**config.mk**
```make
export PLATFORM = sky130hd
export DESIGN_NAME = settings_bus_arb
export DESIGN_NICKNAME = d
export VERILOG_FILES = /design/src/rtl/settings_bus_arb.sv
export SDC_FILE = /design/constraint.sdc
export NUM_CORES = 1
export LEC_CHECK = 0
export BUFFER_PORTS_ARGS = -buffer_cell sky130_fd_sc_hd__buf_2
export CAP_MARGIN = 0
export CORE_MARGIN = 10
export CORE_UTILIZATION = 39
export DETAILED_ROUTE_END_ITERATION = 6
export GPL_TIMING_DRIVEN = 0
export PLACE_DENSITY = 0.84
export SYNTH_ARGS = -nofsm -noshare
export SYNTH_HDL_FRONTEND = slang
export SYNTH_SLANG_ARGS = --single-unit
```
**constraint.sdc**
```tcl
create_clock -name clk -period 1.87 [get_ports clk]
set_clock_uncertainty 0.15 [all_clocks]
set_input_delay 0.187 -clock clk [delete_from_list [all_inputs] [get_ports clk]]
set_output_delay 0.187 -clock clk [all_outputs]
set_load 0.02 [all_outputs]
```
**src/rtl/settings_bus_arb.sv**
```systemverilog
// rtl/settings_bus_arb.sv - Round-robin arbiter from N masters onto a single settings bus with optional readback
//
// Ports:
//   clk, reset_n      clock (rising edge) and asynchronous active-low reset
//   in_stb/addr/data  per-port requests; port i packed at [i*W +: W]
//   in_ready          one-hot (or zero) accept, combinational, only in IDLE
//   resp_stb          one-cycle completion pulse to the granted port
//   resp_data         readback data (all ones on timeout, 0 when RB_EN=0)
//   resp_timeout      qualifies resp_stb: readback wait expired
//   set_stb/addr/data settings bus write; addr/data forced to 0 when idle
//   rb_stb, rb_data   slave readback, sampled only while waiting for it
module settings_bus_arb #(
    parameter int AWIDTH    = 8,
    parameter int DWIDTH    = 32,
    parameter int RBWIDTH   = 64,
    parameter int NUM_PORTS = 4,
    parameter int RB_EN     = 1,
    parameter int TIMEOUT   = 255
) (
    input  logic                          clk,
    input  logic                          reset_n,
    input  logic [NUM_PORTS-1:0]          in_stb,
    input  logic [NUM_PORTS*AWIDTH-1:0]   in_addr,
    input  logic [NUM_PORTS*DWIDTH-1:0]   in_data,
    output logic [NUM_PORTS-1:0]          in_ready,
    output logic [NUM_PORTS-1:0]          resp_stb,
    output logic [RBWIDTH-1:0]            resp_data,
    output logic                          resp_timeout,
    output logic                          set_stb,
    output logic [AWIDTH-1:0]             set_addr,
    output logic [DWIDTH-1:0]             set_data,
    input  logic                          rb_stb,
    input  logic [RBWIDTH-1:0]            rb_data
);

    localparam int IW = $clog2(NUM_PORTS);

    typedef enum logic [1:0] {IDLE, ISSUE, WAIT_RB, RESPOND} state_t;

    state_t                state;
    logic [IW-1:0]         last_grant;
    logic [IW-1:0]         grant;
    logic [IW-1:0]         pick;
    logic [IW-1:0]         cand;
    logic                  pick_vld;
    logic [15:0]           count;
    logic [NUM_PORTS-1:0]  pick_oh;
    logic [NUM_PORTS-1:0]  grant_oh;

    // Round-robin search: first requester after last_grant, wrapping modulo NUM_PORTS
    // (NUM_PORTS need not be a power of two, so the wrap is explicit).
    always_comb begin
        pick     = '0;
        pick_vld = 1'b0;
        cand     = '0;
        for (int k = 1; k <= NUM_PORTS; k++) begin
            cand = IW'((int'(last_grant) + k) % NUM_PORTS);
            if (!pick_vld && in_stb[cand]) begin
                pick_vld = 1'b1;
                pick     = cand;
            end
        end
    end

    assign pick_oh  = {{(NUM_PORTS-1){1'b0}}, 1'b1} << pick;
    assign grant_oh = {{(NUM_PORTS-1){1'b0}}, 1'b1} << grant;

    // Gated by reset_n so the accept is withdrawn the instant reset asserts.
    assign in_ready = (reset_n && state == IDLE && pick_vld) ? pick_oh : '0;

    always_ff @(posedge clk or negedge reset_n) begin
        if (!reset_n) begin
            state        <= IDLE;
            last_grant   <= IW'(NUM_PORTS - 1);
            grant        <= '0;
            count        <= '0;
            set_stb      <= 1'b0;
            set_addr     <= '0;
            set_data     <= '0;
            resp_stb     <= '0;
            resp_data    <= '0;
            resp_timeout <= 1'b0;
        end else begin
            case (state)
                IDLE: begin
                    if (pick_vld) begin
                        // Request fields go straight into the bus registers so
                        // set_stb/addr/data appear together in the ISSUE cycle.
                        grant      <= pick;
                        last_grant <= pick;
                        set_stb    <= 1'b1;
                        set_addr   <= in_addr[int'(pick)*AWIDTH +: AWIDTH];
                        set_data   <= in_data[int'(pick)*DWIDTH +: DWIDTH];
                        state      <= ISSUE;
                    end
                end
                ISSUE: begin
                    set_stb  <= 1'b0;
                    set_addr <= '0;
                    set_data <= '0;
                    if (RB_EN != 0) begin
                        count <= '0;
                        state <= WAIT_RB;
                    end else begin
                        resp_stb     <= grant_oh;
                        resp_data    <= '0;
                        resp_timeout <= 1'b0;
                        state        <= RESPOND;
                    end
                end
                WAIT_RB: begin
                    // rb_stb is tested first so it wins over a coinciding timeout.
                    if (rb_stb) begin
                        resp_stb     <= grant_oh;
                        resp_data    <= rb_data;
                        resp_timeout <= 1'b0;
                        state        <= RESPOND;
                    end else if (count == 16'(TIMEOUT - 1)) begin
                        resp_stb     <= grant_oh;
                        resp_data    <= '1;
                        resp_timeout <= 1'b1;
                        state        <= RESPOND;
                    end else begin
                        count <= count + 16'd1;
                    end
                end
                RESPOND: begin
                    // resp_data/resp_timeout are left alone until the next response.
                    resp_stb <= '0;
                    state    <= IDLE;
                end
                default: state <= IDLE;
            endcase
        end
    end

endmodule
```
Word-level counts from Yosys, hierarchy flattened. Index checks and enable logic that the tools add are counted.

Word-level logic and storage cells: 87. Bits in registers: 132. Output and inout bits: 114. ROM bits: 0. Bits in writable memories: 0. Latch bits: 0. Input bits: 231. Memories kept: 0.

$mul: 0. Reduce and logical (&&, ||, !) cells: 19. Div/mod/pow operators: 0. Add/sub/neg operators: 5. Order comparisons: 4. Muxes and demuxes: 37. Shift operators: 4. Bitwise operators: 0. Eq/ne operators: 8.

Operator list (number): $mux W64 (2); $shiftx A128 B8 Y32 (1); $pmux W32 S2 (1); $mux W16 (2); $mux W32 (1); $pmux W16 S2 (1); $shiftx A32 B6 Y8 (1); $add A16 B1 Y16 const B (1); $eq A16 B8 Y1 const B (1); $pmux W8 S2 (1); $mux W2 (7); $lt A2 B3 Y1 const B (4); $mux W4 (3); $mux W1 (11); $reduce_and A2 Y1 (5); $bmux W1 S2 (4); $mux W8 (1); $pmux W2 S4 (1); $pmux W4 S2 (1); $reduce_bool A2 Y1 (4); $shl A1 B2 Y4 const A (2); $ne A2 B2 Y1 const B (3); $logic_and A1 B1 Y1 (5); $add A2 B1 Y2 const B (2); other kinds (8) (12).

Logic depth before layout (Yosys ltp). Gate-level depths: netlist of run 1.

Depth after elaboration: 16. Gate-level depth with buffers: 9. Depth with buffers taken out: 7.

Worst setup path after synthesis of run 1. Ideal clock, no wire load.

Kind: reg-to-output. From: register last_grant[1]. To: output port in_ready[0]. Arrival: 1.982 ns. Stages on the path, launching flop included: 7. Path buffers: 2. Path slack: -0.449 ns. Data required time: 1.533 ns. Cells stage by stage: dfstp_2 buf_6 mux2i_1 a2bb2oi_2 buf_2 nand2_1 nor3b_1.

Cells in the longest elaborated chain, start to end: 15. Elaborated cells between the ends (all ways): 29. Classes of those cells: 4 x add/sub; 1 x shift; 17 x mux; 7 x reduce/logical.

RTL lines: start, declared (line 41) `logic [IW-1:0] last_grant;`; start signal, assigned (line 74) `last_grant <= IW'(NUM_PORTS - 1);`; start signal, assigned (line 90) `last_grant <= pick;`; $add A2 B1 Y2 (line 57) `cand = IW'((int'(last_grant) + k) % NUM_PORTS);`; $bmux W1 S2 (line 58) `if (!pick_vld && in_stb[cand]) begin`; $mux W1 (implied by the code) (line 58); $mux W1 (line 58); $logic_not A1 Y1 (line 58); $logic_and A1 B1 Y1 (line 58); $mux W1 (line 58); $logic_not A1 Y1 (line 58); $logic_and A1 B1 Y1 (line 58); $mux W1 (line 58); $logic_not A1 Y1 (line 58); $logic_and A1 B1 Y1 (line 58); $mux W2 or $mux W1 (tied branches) (line 58); $shl A1 B2 Y4 or $logic_and A1 B1 Y1 (tied branches) (line 65, 69); $mux W4 (*) (line 69) `assign in_ready = (reset_n && state == IDLE && pick_vld) ? pick_oh : '0;`; end, declared (line 25) `output logic [NUM_PORTS-1:0] in_ready,`.

Every way passes the cells marked *; elsewhere a longest branch is shown, timed or not. The select of a mux whose other input is x is not followed.

Worst setup path in the final report of run 1. Same ends and word-level chain as after synthesis.

==> flow_summary.yaml, run 1 <==
critical_path:
  max_stage_delay_ns: 0.54
  crit_start: "last_grant[1]"
  worstRegToRegCells: 8
  cp.depth: 7
  required_ns: 1.53
  slowest_stage: "dfstp_2"
  reg2reg_slack_ns: -0.47
  end_kind: "output port"
  critPathTopFamily: "buffers and inverters"
  worst-setup-path-type: "reg2out"
  cp_max_fo: 10
  critical_path_buf_inv_count: 3
  cp-start-kind: "flip-flop"
  crit_path_end: "in_ready[0]"
  critical_path.cell_chain: "buf_8, a21boi_2, o21bai_4, buf_4, nand2_8, nor3b_4, buf_6"
  worstPathArrival_ns: 2.12
  r2r-end: "set_data[28]"
  r2r_start: "last_grant[1]"
sta:
  holdWs_ns: -0.333
  period_share_pct: 131
  fmax_ghz: 0.407
  slew_headroom_pct: 53.1
  setup_tns_ns: -20.43
  final-max-slew-violation-count: 0
  layout_setup_ws_ns: -0.585
  finalSetupViolations: 103
  hold_violations: 89
  fin_crit_ns: 2.46
  worstMarginPinSlew_ns: 0.701
  grt_setup_unrepaired: "yes"
synth:
  netlist_area_um2: 7300
  yosys_warnings: 0
  synth_top_cell_area_share_pct: 44.6
  synth_edf_count: 0
  syn_avg_cell_area_um2: 10.5
  yosysTopAreaCell: "dfrtp_1"
  synthesis.nets: 936
  synth_cell_type_count: 54
  synth_top_flop_cell: "dfrtp_1"
  syn_inst: 698
  synth.top_cells.by_area: "dfrtp_1 (45%), o211ai_2 (6.9%), nand3b_1 (6.7%)"
  synth.most_common_cell: "dfrtp_1"
  yosysSeqAreaShare_pct: 45.3
  synthArstFlopShare_pct: 100
  synth_seq_cells: 132
  synth_commonest_cells: "dfrtp_1 (130), nand3b_1 (65), o21a_1 (65)"
global_routing:
  antenna_found_initial: 5
  first_global_vias: 9555
  grt_pass1_wl_mm: 54.5
  grt.total_usage_pct: 28.3
  grt-ovfl-total: 0
  grt_start_max_net_pins: 91
cells_and_area:
  fin_util_pct: 74.2
  drive_above_1_share_pct: 47.7
  multi_input_area_um2: 4330
  register_area_um2: 3320
  fin_cells: 1550
  layout.nets: 1539
  fillers: 1011
  syn_to_final_growth_pct: 85.2
clocking:
  cts_tree: "yes"
  cts_root_buf: "clkbuf_16"
  clk_pin_slew_worst_paths_ns: 0.06
  clock_latency_ns: 0.42
  cts-buffers-inserted: 17
  htreeDepth: 4
  cts.sinks: 132
  clockBufferDepth: 2
floorplanning:
  ios: 345
  core_area_um2: 18200
  die_h_um: 157
  rows: 49
  start_util_pct: 40.1
  dieArea_um2: 24600
  die_x_um: 157
run_status:
  violations: "hold timing, setup timing"
  status: "finished, violations left"
power:
  p_leak_nw: 6.16
  p_int_mw: 11.0
  clockPowerShare_pct: 17.2
  swShare_pct: 43.6
  p_sw_mw: 8.52
  p_per_area_nw_per_um2: 1450
  pwr-share-comb_pct: 58.5
  power_mw: 19.6
  irDropWorstVdd_mv: 1.02
  pwr-share-seq_pct: 24.3
detailed_routing:
  drc: 0
  ant_nets: 0
  dr.pass1.iters: 5
  routed_wl_mm: 38.8
  first_iter_violations: 752
  vias_per_cell: 5.84
  wl_per_cell_um: 25.0
  vias: 9058
place:
  port_buffers: 344
  place_inst: 1272
  place_congestion: 0.930
  dp_hpwl_mm: 20.7
job:
  cap_violations: 0
min_path:
  holdCritPathClass: "in2async"
## power by group through the flow
stage / Combinational (mW) / Sequential [mW] / Clock, mW
after floorplan: 4.14 / 5.89 / 0
final: 11.4 / 4.76 / 3.37
after global placement: 7.90 / 4.59 / 0
after CTS: 10.2 / 4.64 / 3.42
after detailed placement: 8.08 / 4.66 / 0
after global routing: 11.9 / 4.84 / 3.52
## cell usage in the layout (no fill, tap or decap), drive strengths merged, types with 2 or more instances in the layout
master / count
and3: 2
clkinv: 2
nand2b: 3
a21oi: 5
inv: 19
nor3: 7
nand3: 54
a21o: 42
dlygate4sd3: 175
nor2b: 2
o21a: 65
nor2: 16
xor2: 5
clkinvlp: 2
ha: 7
dfrtp: 130
nand2: 54
clkbuf: 50
nor3b: 3
dfstp: 2
o21ai: 52
nor4: 4
buf: 435
nand3b: 65
diode: 7
o211ai: 42
mux2i: 43
nand4: 4
o21bai: 3
o41ai: 2
o31ai: 2
a22o: 4
## worst min-delay path by stage
stage                              from             to  slack [ns]
after floorplan                 reset_n       count[0]       -0.26
after global placement    resp_data[18]  resp_data[18]        0.32
after detailed placement        reset_n    set_data[9]       -0.01
after CTS                       reset_n        set_stb       -0.31
after global routing            reset_n        set_stb       -0.29
final                           reset_n        set_stb       -0.33
## repair_timing
action | CTS | global route
hold buffers | 176 | 1
gates resized for setup | 157 | 103
pin swaps | 19 | 29
endpoints found under the hold margin | 145 | 88
buffers inserted | 34 | 24
setup endpoints to repair | 132 | 134
cloned | 12 | 2
## metal layers
layer | up-vias | routed length [um] | global-route usage (%) | part of all wire [%]
met5 | - | 0 | 0 | 0
met2 | 762 | 18500 | 46.2 | 48
met1 | 4295 | 13200 | 28.9 | 34
met4 | 0 | 2860 | 21.7 | 7.4
met3 | 224 | 4260 | 11.0 | 11
li1 | 3777 | - | - | -
## cells by family after synthesis
family          after synthesis  synth area share, %
buf+inv                      68                 5.43
compound gates              223                 24.5
xor+xnor                      5                0.600
simple gates                219                 17.0
fa+ha+maj                     7                 1.20
mux                          44                 6.05
flops                       132                 45.3
## stage by stage
step                      setup slack [ns]  cell area [um2]  hold WS, ns
after floorplan                     -0.112             7400       -0.259
after detailed placement            -0.630             9450      -0.0102
after global placement               -2.40             9410        0.317
final                               -0.585            13500       -0.333
after global routing                -0.645            13500       -0.293
after CTS                           -0.561            13000       -0.306
## registers in the layout, summed over array words and instances, names as in the netlist
signal        count
last_grant        2
set_stb           1
resp_timeout      1
resp_stb          4
set_addr          8
set_data         32
count            16
resp_data        64
grant             2
state             2
## final cells by class
type,count,area share (%)
inverters,9,0.250
repair buffers,586,32.6
diodes,7,0.130
plain buffers,57,3.97
well taps,229,2.12
flip-flops and latches,132,24.5
clock inverters,15,1.18
multi-input cells,498,32.0
clock buffers,17,3.15
No activity file was read; power rests on OpenSTA's default activity.
==> run 2: changes to the inputs <==
PLACE_DENSITY = 0.81   (was 0.84)
clock period = 3.1 ns   (was 1.87 ns; I/O delays follow)
==> flow_summary.yaml, run 2 (synthesis gave the netlist of run 1 again) <==
cells_and_area:
  largest_reg_flops: 64
  finalInstanceArea_um2: 9920
  largest-register: "resp_data"
  fin_cells: 1307
  layout.nets: 1303
  final_cell_mix: "buf_2 (345), dfrtp_1 (130), nand3b_1 (65), o21a_1 (65), nand3_1 (54)"
  syn_to_final_growth_pct: 35.9
  layout_commonest_cell: "buf_2"
  largestRegisters: "resp_data (64), set_data (32), count (16)"
  drive_above_1_share_pct: 42.7
sta:
  slew_headroom_pct: 38.1
  fin_crit_ns: 2.91
  final-max-slew-violation-count: 0
  period_share_pct: 94.0
  finalSetupViolations: 0
  layout_setup_ws_ns: 0.187
  hold_violations: 0
  fmax_ghz: 0.343
  setup_tns_ns: 0
  worstMarginPinSlew_ns: 0.919
  grt_setup_unrepaired: "no"
power:
  clockPowerShare_pct: 20.2
  pwr-share-seq_pct: 29.8
  p_leak_nw: 4.78
  p_sw_mw: 4.05
  power_mw: 9.42
  pwr-share-comb_pct: 50.0
  irDropWorstVdd_mv: 0.566
  swShare_pct: 43.0
  p_per_area_nw_per_um2: 950
  p_int_mw: 5.37
floorplanning:
  dieArea_um2: 24600
  die_x_um: 157
  start_util_pct: 40.1
  core_area_um2: 18200
  rows: 49
  ios: 345
  die_h_um: 157
critical_path:
  required_ns: 2.64
  worst-setup-path-type: "reg2out"
  worstRegToRegCells: 8
  end_kind: "output port"
  crit_path_end: "in_ready[0]"
  reg2reg_slack_ns: 0.71
  cp_max_fo: 10
  worstPathArrival_ns: 2.45
  r2r-end: "set_data[15]"
  r2r_start: "last_grant[1]"
  crit_start: "last_grant[1]"
  cp-start-kind: "flip-flop"
place:
  dp_hpwl_mm: 20.5
  pre_cts_slack_ns: 0.407
  place_congestion: 0.882
  place_inst: 1272
  dpl-instance-area_um2: 9340
  port_buffers: 344
global_routing:
  grt_pass1_wl_mm: 39.2
  grt_start_max_net_pins: 73
  grt-ovfl-total: 0
  antenna_found_initial: 1
  first_global_vias: 7291
  grt.total_usage_pct: 20.0
clocking:
  cts.sinks: 132
  clock_latency_ns: 0.41
  clk_pin_slew_worst_paths_ns: 0.06
  htreeDepth: 4
  clockBufferDepth: 2
  cts-buffers-inserted: 17
  cts_tree: "yes"
  cts_root_buf: "clkbuf_16"
detailed_routing:
  first_iter_violations: 354
  vias_per_cell: 5.30
  vias: 6930
  routed_wl_mm: 25.7
  wl_per_cell_um: 19.7
  drc: 0
  ant_nets: 0
  dr.pass1.iters: 7
min_path:
  holdCritPathClass: "in2reg"
  worstHoldStart: "rb_data[24]"
job:
  cap_violations: 0
run_status:
  status: "completed"
run 2: cell types whose count changed in the layout (fill, tap and decap cells not counted), sizes merged:
cell | previous run | this run
dlygate4sd3 | 175 | 1
clkbuf | 50 | 55
clkinvlp | 2 | 6
inv | 19 | 11
diode | 7 | 1
clkinv | 2 | 3
buf | 435 | 370
run 2: timing repair:
item / in CTS / in global routing
hold buffers: 1 / 0
resized for setup: 1 / 0
endpoints found under the setup margin: 2 / 2
setup buffers: 0 / 2
hold endpoints to repair: 60 / 0
pin swaps: 0 / 1
run 2: worst min-delay path by stage:
stage                     cells past startpoint            end
after floorplan                               0       count[0]
after global placement                        1  resp_data[36]
after detailed placement                      1  resp_data[16]
after CTS                                     3  resp_data[24]
after global routing                          3  resp_data[55]
final                                         3  resp_data[24]
run 2: worst max-delay path: stages, from the launching register on:
cell and delay (ns):
dfstp_2 0.52, buf_6 0.13, mux2i_1 0.31, a2bb2oi_2 0.25, buf_2 0.27, nand2_1 0.13, nor3b_1 0.21, buf_2 0.21
run 2: layer usage:
layer	wire length [um]	GRT usage, %	vias to the layer above
met3	2820	8.63	46
met5	0	0	-
li1	-	-	3281
met4	753	8.90	0
met2	12600	34.2	308
met1	9600	20.9	3295
run 2: power groups by stage:
stage          Combinational (mW)  Sequential, mW  Clock, mW
2_1_floorplan                2.41            3.55          0
3_3_place_gp                 4.66            2.79          0
3_5_place_dp                 4.75            2.82          0
4_1_cts                      4.76            2.81       1.96
5_1_grt                      5.12            2.89       2.03
6_report                     4.71            2.81       1.91
run 2: per-stage QoR:
step | hold slack (ns) | util (%)
4_1_cts | 0.0192 | 54.4
3_5_place_dp | 0.177 | 51.3
5_1_grt | 0.0291 | 54.5
6_report | 0.0391 | 54.5
2_1_floorplan | -0.136 | -
3_3_place_gp | 0.317 | 51.1
run 2: cell type report:
type                            instances  area [um2]
Fill cell                            1688        8290
Multi-Input combinational cell        498        3600
Sequential cell                       132        3310
Timing Repair Buffer                  348        1780
Clock buffer                           19         443
Buffer                                 59         364
Tap cell                              229         287
Clock inverter                         12         108
Inverter                                9        33.8
Antenna cell                            1        2.50
==> run 3: changes to the inputs <==
PLACE_DENSITY = 0.65   (was 0.81)
==> flow_summary.yaml, run 3 (synthesis gave the netlist of run 1 again) <==
run_status:
  status: "completed"
global_routing:
  antenna_found_initial: 6
  first_global_vias: 7008
  grt_pass1_wl_mm: 38.7
  grt.total_usage_pct: 19.9
  grt_start_max_net_pins: 70
  grt-ovfl-total: 0
sta:
  finalSetupViolations: 0
  fmax_ghz: 0.351
  hold_violations: 0
  slew_headroom_pct: 39.2
  layout_setup_ws_ns: 0.255
  grt_setup_unrepaired: "no"
  final-max-slew-violation-count: 0
  worstMarginPinSlew_ns: 0.902
  period_share_pct: 91.8
  fin_crit_ns: 2.85
floorplanning:
  die_x_um: 157
  core_area_um2: 18200
  dieArea_um2: 24600
  start_util_pct: 40.1
  die_h_um: 157
  ios: 345
  rows: 49
clocking:
  cts_tree: "yes"
  htreeDepth: 4
  clk_pin_slew_worst_paths_ns: 0.06
  clockBufferDepth: 2
  cts-buffers-inserted: 17
  cts.sinks: 132
  cts_root_buf: "clkbuf_16"
  clock_latency_ns: 0.41
detailed_routing:
  routed_wl_mm: 25.5
  first_iter_violations: 326
  wl_per_cell_um: 19.5
  vias_per_cell: 5.20
  dr.pass1.iters: 5
  ant_nets: 0
  vias: 6812
  drc: 0
critical_path:
  cp_max_fo: 69
  required_ns: 2.64
  worstPathArrival_ns: 2.39
  end_kind: "output port"
  worstRegToRegCells: 7
  cp-start-kind: "primary input"
  worst-setup-path-type: "in2out"
cells_and_area:
  fin_util_pct: 54.5
  drive_above_1_share_pct: 42.9
  largest-register: "resp_data"
  largestRegisters: "resp_data (64), set_data (32), count (16)"
  fin_cells: 1309
  final_cell_mix: "buf_2 (345), dfrtp_1 (130), nand3b_1 (65), o21a_1 (65), nand3_1 (54)"
  syn_to_final_growth_pct: 35.9
  largest_reg_flops: 64
  layout.nets: 1303
  layout_commonest_cell: "buf_2"
  finalInstanceArea_um2: 9920
place:
  place_congestion: 0.846
  port_buffers: 344
  dpl-instance-area_um2: 9340
  place_inst: 1272
  pre_cts_slack_ns: 0.422
  dp_hpwl_mm: 20.2
power:
  p_leak_nw: 4.78
  irDropWorstVdd_mv: 0.577
  p_per_area_nw_per_um2: 941
min_path:
  holdCritPathClass: "in2reg"
  hold_path_depth: 3
job:
  cap_violations: 0
-- run 3: metal layers --
| layer | track usage, % | wire length, um |
|---|---|---|
| met1 | 21.9 | 9780 |
| met2 | 33.0 | 12000 |
| met3 | 9.62 | 3210 |
| met4 | 6.43 | 427 |
| met5 | 0 | 49 |
-- run 3: area by class of cell --
| class | instances | area (um2) |
|---|---|---|
| well taps | 229 | 287 |
| flip-flops and latches | 132 | 3310 |
| fillers | 1651 | 8290 |
| clock inverters | 13 | 100 |
| multi-input cells | 498 | 3600 |
| inverters | 9 | 33.8 |
| diodes | 2 | 5.00 |
| repair buffers | 348 | 1780 |
| plain buffers | 59 | 364 |
| clock buffers | 19 | 443 |
-- run 3: timing repair --
| action | CTS | global route |
|---|---|---|
| endpoints found under the hold margin | 66 | 0 |
| endpoints found under the setup margin | 2 | 2 |
| gates resized for setup | 1 | 2 |
| buffers inserted | 0 | 2 |
| cloned | 0 | 0 |
| hold buffers | 1 | 0 |
| pin swaps | 0 | 1 |
-- run 3: power breakdown --
group | leakage [nW] | switching, mW | total [mW] | internal (mW)
clock | 0.253 | 0.796 | 1.85 | 1.05
sequential | 1.60 | 0.372 | 2.79 | 2.42
combinational | 2.93 | 2.86 | 4.70 | 1.84
-- run 3: worst max-delay path: stages --
cell and delay [ns]:
dlygate4sd3_1 0.55, clkbuf_8 0.51, buf_16 0.34, nand2_1 0.17, nor3b_1 0.20, buf_2 0.20
-- run 3: worst paths after layout --
path / start / slack [ns] / to
min reg2reg: resp_data[59] / 0.33 / resp_data[59]
max reg2reg: last_grant[1] / 0.66 / set_data[5]
min: rb_data[42] / 0.03 / resp_data[42]
max: reset_n / 0.25 / in_ready[0]
min in group asynchronous: reset_n / 0.34 / set_data[15]
max in group asynchronous: reset_n / 1.70 / count[1]
-- run 3: through the flow --
| stage | power (mW) | hold slack (ns) | TNS (ns) |
|---|---|---|---|
| global route | 9.99 | 0.0289 | 0 |
| floorplan | 5.96 | -0.136 | 0 |
| CTS | 9.47 | 0.0165 | 0 |
| global placement | 7.50 | 0.317 | -62.11 |
| finish | 9.34 | 0.0318 | 0 |
| detailed placement | 7.57 | 0.233 | 0 |
